## src/rtl/s35932_crc7_signature_unit.sv

```systemverilog
// 32-bit MISR signature compactor: absorbs LEN data words, then serializes the
// signature MSB first and pulses DONE.
module s35932_crc7_signature_unit (
  input  logic        CK,
  input  logic        RESET,
  input  logic        START,
  input  logic [7:0]  LEN,
  input  logic [31:0] DIN,
  input  logic        DIN_VALID,
  output logic        DIN_READY,
  output logic [31:0] CRC_OUT,
  output logic        SER_OUT,
  output logic        SER_VALID,
  output logic        BUSY,
  output logic        DONE
);

  localparam int unsigned DW = 32;
  localparam int unsigned CW = 8;
  localparam int unsigned BW = 6;

  localparam logic [DW-1:0] TAPS = DW'(32'h0001_0811);

  localparam logic [1:0] S_IDLE    = 2'd0;
  localparam logic [1:0] S_COMPACT = 2'd1;
  localparam logic [1:0] S_SHIFT   = 2'd2;
  localparam logic [1:0] S_FINISH  = 2'd3;

  logic [1:0]    r_state;
  logic [DW-1:0] r_crc;
  logic [CW-1:0] r_cnt;
  logic [DW-1:0] r_sh;
  logic [BW-1:0] r_bit;
  logic          r_ser_out;
  logic          r_ser_valid;
  logic          r_done;
  logic          r_busy;
  logic          r_din_ready;

  logic [1:0]    w_state_nxt;
  logic [DW-1:0] w_crc_nxt;
  logic [CW-1:0] w_cnt_nxt;
  logic [DW-1:0] w_sh_nxt;
  logic [BW-1:0] w_bit_nxt;
  logic          w_ser_out_nxt;
  logic          w_ser_valid_nxt;
  logic          w_done_nxt;
  logic [DW-1:0] w_misr;

  assign w_misr = {r_crc[DW-2:0], 1'b0} ^ DIN ^ (r_crc[DW-1] ? TAPS : '0);

  // Next-state and next-output logic; SHIFT spends its first cycle loading the shift register.
  always_comb begin
    w_state_nxt     = r_state;
    w_crc_nxt       = r_crc;
    w_cnt_nxt       = r_cnt;
    w_sh_nxt        = r_sh;
    w_bit_nxt       = r_bit;
    w_ser_out_nxt   = 1'b0;
    w_ser_valid_nxt = 1'b0;
    w_done_nxt      = 1'b0;
    case (r_state)
      S_IDLE: begin
        if (START) begin
          w_crc_nxt   = '0;
          w_cnt_nxt   = LEN;
          w_bit_nxt   = '0;
          w_state_nxt = (LEN == '0) ? S_SHIFT : S_COMPACT;
        end
      end
      S_COMPACT: begin
        if (DIN_VALID && r_din_ready) begin
          w_crc_nxt = w_misr;
          w_cnt_nxt = r_cnt - CW'(1);
          if (r_cnt == CW'(1)) begin
            w_bit_nxt   = '0;
            w_state_nxt = S_SHIFT;
          end
        end
      end
      S_SHIFT: begin
        if (r_bit == '0) begin
          w_sh_nxt        = {r_crc[DW-2:0], 1'b0};
          w_ser_out_nxt   = r_crc[DW-1];
          w_ser_valid_nxt = 1'b1;
          w_bit_nxt       = BW'(1);
        end else if (r_bit == BW'(DW)) begin
          w_done_nxt  = 1'b1;
          w_state_nxt = S_FINISH;
        end else begin
          w_sh_nxt        = {r_sh[DW-2:0], 1'b0};
          w_ser_out_nxt   = r_sh[DW-1];
          w_ser_valid_nxt = 1'b1;
          w_bit_nxt       = r_bit + BW'(1);
        end
      end
      default: begin
        w_state_nxt = S_IDLE;
      end
    endcase
  end

  always_ff @(posedge CK) begin
    if (RESET) begin
      r_state     <= S_IDLE;
      r_crc       <= '0;
      r_cnt       <= '0;
      r_sh        <= '0;
      r_bit       <= '0;
      r_ser_out   <= 1'b0;
      r_ser_valid <= 1'b0;
      r_done      <= 1'b0;
      r_busy      <= 1'b0;
      r_din_ready <= 1'b0;
    end else begin
      r_state     <= w_state_nxt;
      r_crc       <= w_crc_nxt;
      r_cnt       <= w_cnt_nxt;
      r_sh        <= w_sh_nxt;
      r_bit       <= w_bit_nxt;
      r_ser_out   <= w_ser_out_nxt;
      r_ser_valid <= w_ser_valid_nxt;
      r_done      <= w_done_nxt;
      r_busy      <= (w_state_nxt != S_IDLE);
      r_din_ready <= (w_state_nxt == S_COMPACT);
    end
  end

  assign DIN_READY = r_din_ready;
  assign CRC_OUT   = r_crc;
  assign SER_OUT   = r_ser_out;
  assign SER_VALID = r_ser_valid;
  assign BUSY      = r_busy;
  assign DONE      = r_done;

endmodule

```

## config.mk

```make
export PLATFORM = sky130hd
export DESIGN_NAME = s35932_crc7_signature_unit
export DESIGN_NICKNAME = d
export VERILOG_FILES = /design/src/rtl/s35932_crc7_signature_unit.sv
export SDC_FILE = /design/constraint.sdc
export NUM_CORES = 1
export LEC_CHECK = 0
export ABC_AREA = 1
export CAP_MARGIN = 40
export CORE_MARGIN = 10
export CORE_UTILIZATION = 55
export DETAILED_ROUTE_END_ITERATION = 10
export GPL_TIMING_DRIVEN = 1
export PLACE_DENSITY = 0.85
export SLEW_MARGIN = 10
export SYNTH_ARGS = -nofsm -noshare
export SYNTH_HDL_FRONTEND = slang
export SYNTH_SLANG_ARGS = --single-unit
```

## constraint.sdc

```tcl
create_clock -name CK -period 3.2 [get_ports CK]
set_clock_uncertainty 0.15 [all_clocks]
set_input_delay 0.48 -clock CK [delete_from_list [all_inputs] [get_ports CK]]
set_output_delay 0.48 -clock CK [all_outputs]
set_load 0.01 [all_outputs]
```

# Yosys cells after proc, flatten, opt, wreduce, memory -nomap -nowiden
# Index checks and enable logic that the tools add are counted.
# totals
register_bits	85
latch_bits	0
ramBits	0
mem_bits_ro	0
in_bits	44
out_inout_bits	37
mem_count	0
# classes
n_addsub	2
mul	0
div_mod_pow	0
n_lt_le_gt_ge	0
eq_ne	10
n_shift	0
mux	27
n_bitwise	3
n_reduce_logical	12
# ops
operator	count
$mux 32	4
$pmux 32 s2	1
$xor 32x17->32	1
$xor 32x32->32	1
$mux 6	5
$pmux 6 s3	1
$mux 17	1
$mux 8	2
$pmux 8 s2	1
$mux 2	6
$eq 8x1->1 const B	1
$logic_not 8->1	1
$ne 2x2->1 const B	4
$sub 8x1->8 const B	1
$add 6x1->6 const B	1
$eq 6x6->1 const B	1
$logic_not 6->1	1
$pmux 2 s3	1
$mux 1	5
$reduce_and 5->1	1
$eq 2x1->1 const B	2
$reduce_bool 2->1	2
$ne 3x3->1 const B	1
$reduce_and 3->1	1
other kinds (8)	8

# Logic depth before layout (Yosys ltp)
# Gate-level depths: netlist of the first run.
# logic_depth
ltp_word	5
mapped_depth	11
ltp_nobuf	11

# Worst setup path after synthesis of the first run
# OpenSTA, ideal clock, no wires.
# synth_timing
kind	register to register
startpoint	register r_bit[0]
endpoint	register r_bit[0]
setup_time_ps	128
arrival_ps	1402
setup_slack_ps	1520
path_stages_with_launch	11
n_path_buf	0
path_cell_list	dfxtp_1 inv_1 ha_1 inv_1 nor2_1 nand3_1 nand2_1 nand2_1 nand3_1 o21ai_0 nor2_1
# synth_between
elab_chain_len	4
# synth_lines
element	line_no	rtl
from (decl)	33	logic [BW-1:0] r_bit;
from (signal assigned)	120	r_bit <= w_bit_nxt;
$add 6x1->6	94	w_bit_nxt = r_bit + BW'(1);
$mux 6	87	end else if (r_bit == BW'(DW)) begin
$mux 6	82	if (r_bit == '0) begin
$pmux 6 s3	62	case (r_state)
# Several ways; a longest one is shown, not always the timed one. The select of a mux whose other input is x is not followed.
# A chain may end at the register's enable or synchronous reset.

# Final worst setup path of the first run
# layout_timing
startpoint	register r_state[0]
endpoint	register r_crc[8] (netlist: CRC_OUT[8])
# layout_between
elab_chain_len	3
# layout_lines
element	line_no	rtl
from (decl)	29	logic [1:0] r_state;
from (signal assigned)	116	r_state <= w_state_nxt;
$eq 2x1->1 / $logic_not 2->1 (equally long branches)	62	
$ne 2x2->1 (no line) / $reduce_bool 2->1 (equally long branches)	n/a	
$reduce_and 3->1 (no line)	n/a	
to (signal assigned)	117	r_crc <= w_crc_nxt;
to (decl)	30	logic [DW-1:0] r_crc;
# Several ways; a longest one is shown, not always the timed one.

==> results of run 1 <==
==> critical path, cell delays in order, from the launching register on <==
cell	delay (ns)
dfxtp_1	0.38
inv_2	0.09
nor2_4	0.28
inv_2	0.37
o21ai_4	0.41
buf_4	0.38
o21ai_0	0.15
a21oi_1	0.14
==> final cells by class <==
class                      count  area (um^2)
clock inverter                 5         53.8
clock buffer                  10          128
sequential                    84         1680
tap                           96          120
timing repair buffer          86          846
inverter                      24         90.1
multi-input combinational    391         1930
fill                         554         1950
==> through the flow <==
stage / setup slack, ns / instances / hold WS, ns
floorplan: 1.52 / 532 / 0.299
global placement: 0.890 / 681 / 0.312
detailed placement: 0.803 / 681 / 0.316
CTS: 0.767 / 696 / 0.326
global route: 0.564 / 696 / 0.346
finish: 0.737 / 696 / 0.326
==> layout by cell type, fill, tap and decap left out, drive strengths merged <==
cell,netlist,layout
a211oi,2,2
a21oi,77,77
a31oi,32,32
buf,16,6
bufinv,0,1
clkbuf,17,10
clkdlybuf4s50,0,80
clkinv,0,4
dfxtp,84,84
ha,4,4
inv,24,24
nand2,104,104
nand3,19,19
nand4,2,2
nor2,29,29
nor3,1,1
o21ai,107,107
o21bai,2,2
o22ai,1,1
or2,4,4
xnor2,5,5
xor2,2,2
==> sequential cells by signal, indices dropped and copies added (netlist names) <==
name and count:
BUSY 1, CRC_OUT 32, DIN_READY 1, DONE 1, SER_OUT 1, SER_VALID 1
r_bit 6, r_cnt 8, r_sh 31, r_state 2
==> cell families after synthesis <==
family	share of synthesized area
xor+xnor	0.0159
buf+inv	0.0635
compound gates	0.302
fa+ha+maj	0.0130
flops	0.437
simple gates	0.168
==> final timing paths <==
check / from / to / slack, ns / cells past startpoint
worst max-delay path: r_state[0] / CRC_OUT[8] / 0.74 / 7
worst min register to register: r_sh[23] / r_sh[24] / 0.33 / 2
worst min-delay path: r_sh[23] / r_sh[24] / 0.33 / 2
worst max register to register: r_state[0] / CRC_OUT[8] / 0.74 / 7
==> layer usage <==
metal,share of wire,wire [um],global-route usage,vias up
met5,0,0,0,-
met4,0.017,171,0.0655,0
met3,0.061,621,0.0440,19
met2,0.47,4810,0.291,137
met1,0.45,4530,0.229,1751
li1,-,-,-,1970
==> where the power goes <==
| part | switching (mW) | internal [mW] | total (mW) |
|---|---|---|---|
| combinational | 0.248 | 0.206 | 0.454 |
| clock | 0.366 | 0.354 | 0.720 |
| sequential | 0.0649 | 1.10 | 1.17 |
| total | 0.679 | 1.66 | 2.34 |
==> summary.txt, run 1 <==
Timing
  – Fmax: 406 MHz
  – Setup repair after global routing missed its margin: no
  – Slew HR: 0.452
  – Actual slew at the worst max-slew pin: 0.821 ns
  – Count of final hold-check violations: 0
  – Final critical-path required period: 2.46 ns
  – Final Cycle Share: 0.770
  – # setup viols final: 0
  – Final setup TNS: 0 ns
  – Number of max-slew violations in the final report: 0

Place
  – Post-DP Area: 4660 um^2
  – Final Wtd Congestion: 0.867
  – Port bufs: 80
  – Post-DP HPWL: 7080 um

Yosys
  – Synth cell count leaders: 104 x nand2_1, 97 x o21ai_0, 84 x dfxtp_1
  – Synthesized area: 3840 um^2
  – Number of flops mapped to enable cells by yosys: 0
  – Top-count cell post-synth: nand2_1
  – Synth top area share: 0.437
  – Area leader, netlist: dfxtp_1
  – Top cells by area, synth: dfxtp_1 44%, o21ai_0 13%, nand2_1 10%, a21oi_1 10%, a31oi_1 5.2%
  – Syn Inst Count: 532
  – Syn nets: 580
  – Synth Register Bits: 84
  – Top FF cell, synth: dfxtp_1
  – Syn. warnings: 0
  – FFs w/ async S/R, synth: 0
  – Distinct cells, synth: 25
  – Average size of a mapped cell: 7.23 um^2
  – Sequential area share after synthesis: 0.437

Clocking
  – CTS tree: yes
  – Post-cts sizing count: 0
  – CTS Buffer Depth: 2
  – Worst-Skew Late Latency: 0.35 ns
  – Post-CTS setup buffers: 0
  – H-tree depth: 3
  – CTS Root Cell: clkbuf_8
  – CTS Hold Buffers Added: 0
  – CTS buffer count: 9
  – Clock-pin slew on the worst setup and hold paths: 0.09 ns
  – Clk sink count: 84

Routing
  – Routed wire length: 10100 um
  – Via/cell ratio: 5.57
  – Drt initial violations: 259
  – Antenna viol nets, final: 0
  – Post-route DRC: 0
  – Drt first pass iters: 5
  – DR vias: 3877
  – Wirelength per Cell: 14.6 um

Layout
  – Area delta synth->final: 26.0%
  – Number of diodes: 0
  – Utilization after layout: 0.713
  – Nets: 644
  – Post-route cell area: 4850 um^2
  – Layout cells sized above 1: 0.0517

Min path
  – Type of the worst min-delay path: reg2reg

Floorplanning
  – Die area: 10700 um^2
  – Die height: 104 um
  – Starting Density: 0.566
  – Die width: 104 um
  – Ports: 81
  – Placeable Area: 6790 um^2
  – Row cnt: 30

Global route
  – Pin count of the biggest net entering global routing: 61
  – Initial antenna violation count: 0
  – GRT Total Usage: 0.181
  – Total gr overflow: 0
  – First-pass GRT wire length: 16900 um
  – Vias in the first global route: 3562

Power
  – Leak: 1.77 nW
  – Final Power: 2.34 mW
  – Worst vdd ir: 239 uV
  – P per Cell Area: 483 nW/um^2

Critical path
  – Crit path required time: 3.32 ns
  – Startpoint Class: flip-flop
  – Crit path DAT: 2.58 ns
  – Crit Path Category: reg2reg
  – Worst Setup End Kind: flip-flop
  – Max Fanout on Critical Path: 42

Status
  – Status: completed

Run
  – Max_cap viols: 0
(Power assumes the default switching activity.)
==> run 2, diff against run 1 <==
- CORE_UTILIZATION: 55 -> 51
- PLACE_DENSITY: 0.85 -> 0.8
- clock period: 3.2 -> 2.3 ns (I/O delays scaled with it)
==> run 2 against run 1 <==
Compared with the run above: register-to-register slack lost 0.38 ns; critical path depth grew 3; via count shrank 0.85%; cell area grew 1.9%; critical path type unchanged; largest power group unchanged.
==> summary.txt, run 2 (same netlist as run 1, synthesis figures left out) <==
Timing
  – Fmax: 515 MHz (+27%)
  – Final critical-path required period: 1.94 ns (-0.520 ns)
  – Final setup TNS: 0 ns (unchanged)
  – Setup repair after global routing missed its margin: no
  – Slew HR: 0.718 (+0.266)
  – Final Cycle Share: 0.845 (+0.0752)
  – Count of final hold-check violations: 0 (unchanged)
  – Actual slew at the worst max-slew pin: 0.423 ns (-0.398 ns)
  – # setup viols final: 0 (unchanged)
  – Fin Hold WS: 0.327 ns (+0.00132 ns)
  – Number of max-slew violations in the final report: 0 (unchanged)

Clocking
  – Post-CTS setup buffers: 0 (unchanged)
  – CTS Hold Buffers Added: 0 (unchanged)
  – Worst-Skew Late Latency: 0.36 ns (about the same)
  – Clk sink count: 84 (unchanged)
  – CTS tree: yes
  – CTS buffer count: 9 (unchanged)
  – Clock-pin slew on the worst setup and hold paths: 0.09 ns (about the same)
  – H-tree depth: 3 (unchanged)
  – CTS Root Cell: clkbuf_8
  – Post-cts sizing count: 0 (unchanged)
  – CTS Buffer Depth: 2 (unchanged)

Critical path
  – Worst-path cell chain: inv_1 > ha_1 > inv_1 > nor2_1 > nand3_1 > nand2_1 > nand2_1 > nand3_1 > o21ai_0 > nor2_1
  – Worst Setup End Kind: flip-flop
  – Startpoint Class: flip-flop
  – Critical path's slowest cell: dfxtp_1
  – Crit Path Category: reg2reg
  – Crit path required time: 2.40 ns (-0.92 ns)
  – Buf/Inv on CP: 2 (-1)
  – Crit path DAT: 2.04 ns (-0.54 ns)
  – Top delay family on crit path: simple AND/OR/NAND/NOR gates
  – Max Fanout on Critical Path: 8 (-81%)
  – Worst path max stage delay: 0.42 ns (about the same)

Routing
  – Drt first pass iters: 4 (-1)
  – DR vias: 3844 (-0.85%)
  – Drt initial violations: 193 (-25%)
  – Via/cell ratio: 5.46 (-2.0%)
  – Routed wire length: 10100 um (-0.46%)
  – Post-route DRC: 0 (unchanged)
  – Antenna viol nets, final: 0 (unchanged)
  – Wirelength per Cell: 14.3 um (-1.6%)

Global route
  – Total gr overflow: 0 (unchanged)
  – GRT Total Usage: 0.175 (-0.00639)
  – Initial antenna violation count: 0 (unchanged)
  – Vias in the first global route: 3648 (+2.4%)
  – First-pass GRT wire length: 16800 um (-0.12%)
  – Pin count of the biggest net entering global routing: 76 (+25%)

Layout
  – Max FFs per register: 32 (unchanged)
  – Leading cell type in the layout, fill and taps excluded: nand2_1
  – Area delta synth->final: 28.5%
  – Nets: 648 (+0.62%)
  – Number of diodes: 0 (unchanged)
  – Layout cells sized above 1: 0.0612 (+0.00949)
  – Most frequent cells in the layout: 104 x nand2_1, 97 x o21ai_0, 84 x dfxtp_1

Status
  – Status: completed

Power
  – Leak: 1.80 nW (+1.8%)
  – Worst vdd ir: 377 uV (+58%)
  – P per Cell Area: 680 nW/um^2 (+41%)

Floorplanning
  – Starting Density: 0.527 (-0.0386)
  – Die width: 107 um (+3.1%)
  – Die area: 11400 um^2 (+6.3%)
  – Placeable Area: 7290 um^2 (+7.3%)
  – Row cnt: 31 (+3.3%)
  – Die height: 107 um (+3.1%)
  – Ports: 81 (unchanged)

Min path
  – Type of the worst min-delay path: reg2reg

Place
  – Final Wtd Congestion: 0.875 (+0.89%)
  – Post-DP HPWL: 6880 um (-2.8%)
  – Port bufs: 80 (unchanged)

Run
  – Max_cap viols: 0 (unchanged)
## run 2: changes by cell type in the layout (fill, tap and decap cells not counted), moves of 2 or more
cell | before | now
inv_6 | 0 | 4
clkinv_2 | 3 | 0
buf_12 | 0 | 3
clkinvlp_4 | 0 | 2
## run 2: metal layers
layer,vias up,part of all wire,GRT usage
met1,1766,0.45,0.212
met4,0,0.016,0.0638
met3,13,0.057,0.0521
met2,84,0.48,0.286
li1,1981,-,-
met5,-,0,0
## run 2: cell type report
type / instances / area [um^2]
fillers: 633 / 2350
multi-input cells: 391 / 1930
flip-flops and latches: 84 / 1680
repair buffers: 90 / 913
clock buffers: 9 / 124
well taps: 99 / 124
inverters: 24 / 90.1
clock inverters: 7 / 80.1
## run 2: worst paths after layout
check | start | end | slack [ns] | cells after the start
setup / recovery | r_bit[0] | r_bit[1] | 0.36 | 10
hold / removal | r_sh[4] | r_sh[5] | 0.33 | 2
setup reg to reg | r_bit[0] | r_bit[1] | 0.36 | 10
hold reg to reg | r_sh[4] | r_sh[5] | 0.33 | 2
## run 2: stage by stage
stage	setup slack (ns)	std cells	power (mW)	util	area (um^2)
floorplan	0.620	532	1.99	-	3840
CTS	0.365	704	3.36	0.677	4940
finish	0.357	704	3.36	0.677	4940
global placement	0.333	688	2.28	0.649	4740
detailed placement	0.214	688	2.30	0.649	4740
global route	0.133	704	3.51	0.677	4940
## run 2: report_power, final
group | leakage, nW | internal [mW] | switching, mW
logic | 1.02 | 0.300 | 0.350
registers | 0.686 | 1.53 | 0.0863
clock network | 0.0973 | 0.517 | 0.573
## run 2: tightest hold or removal path, delay by kind of cell, from the launching register on
family	cells	cell delay, ns
compound gates	1	0.07
simple gates	1	0.06
flops	1	0.32
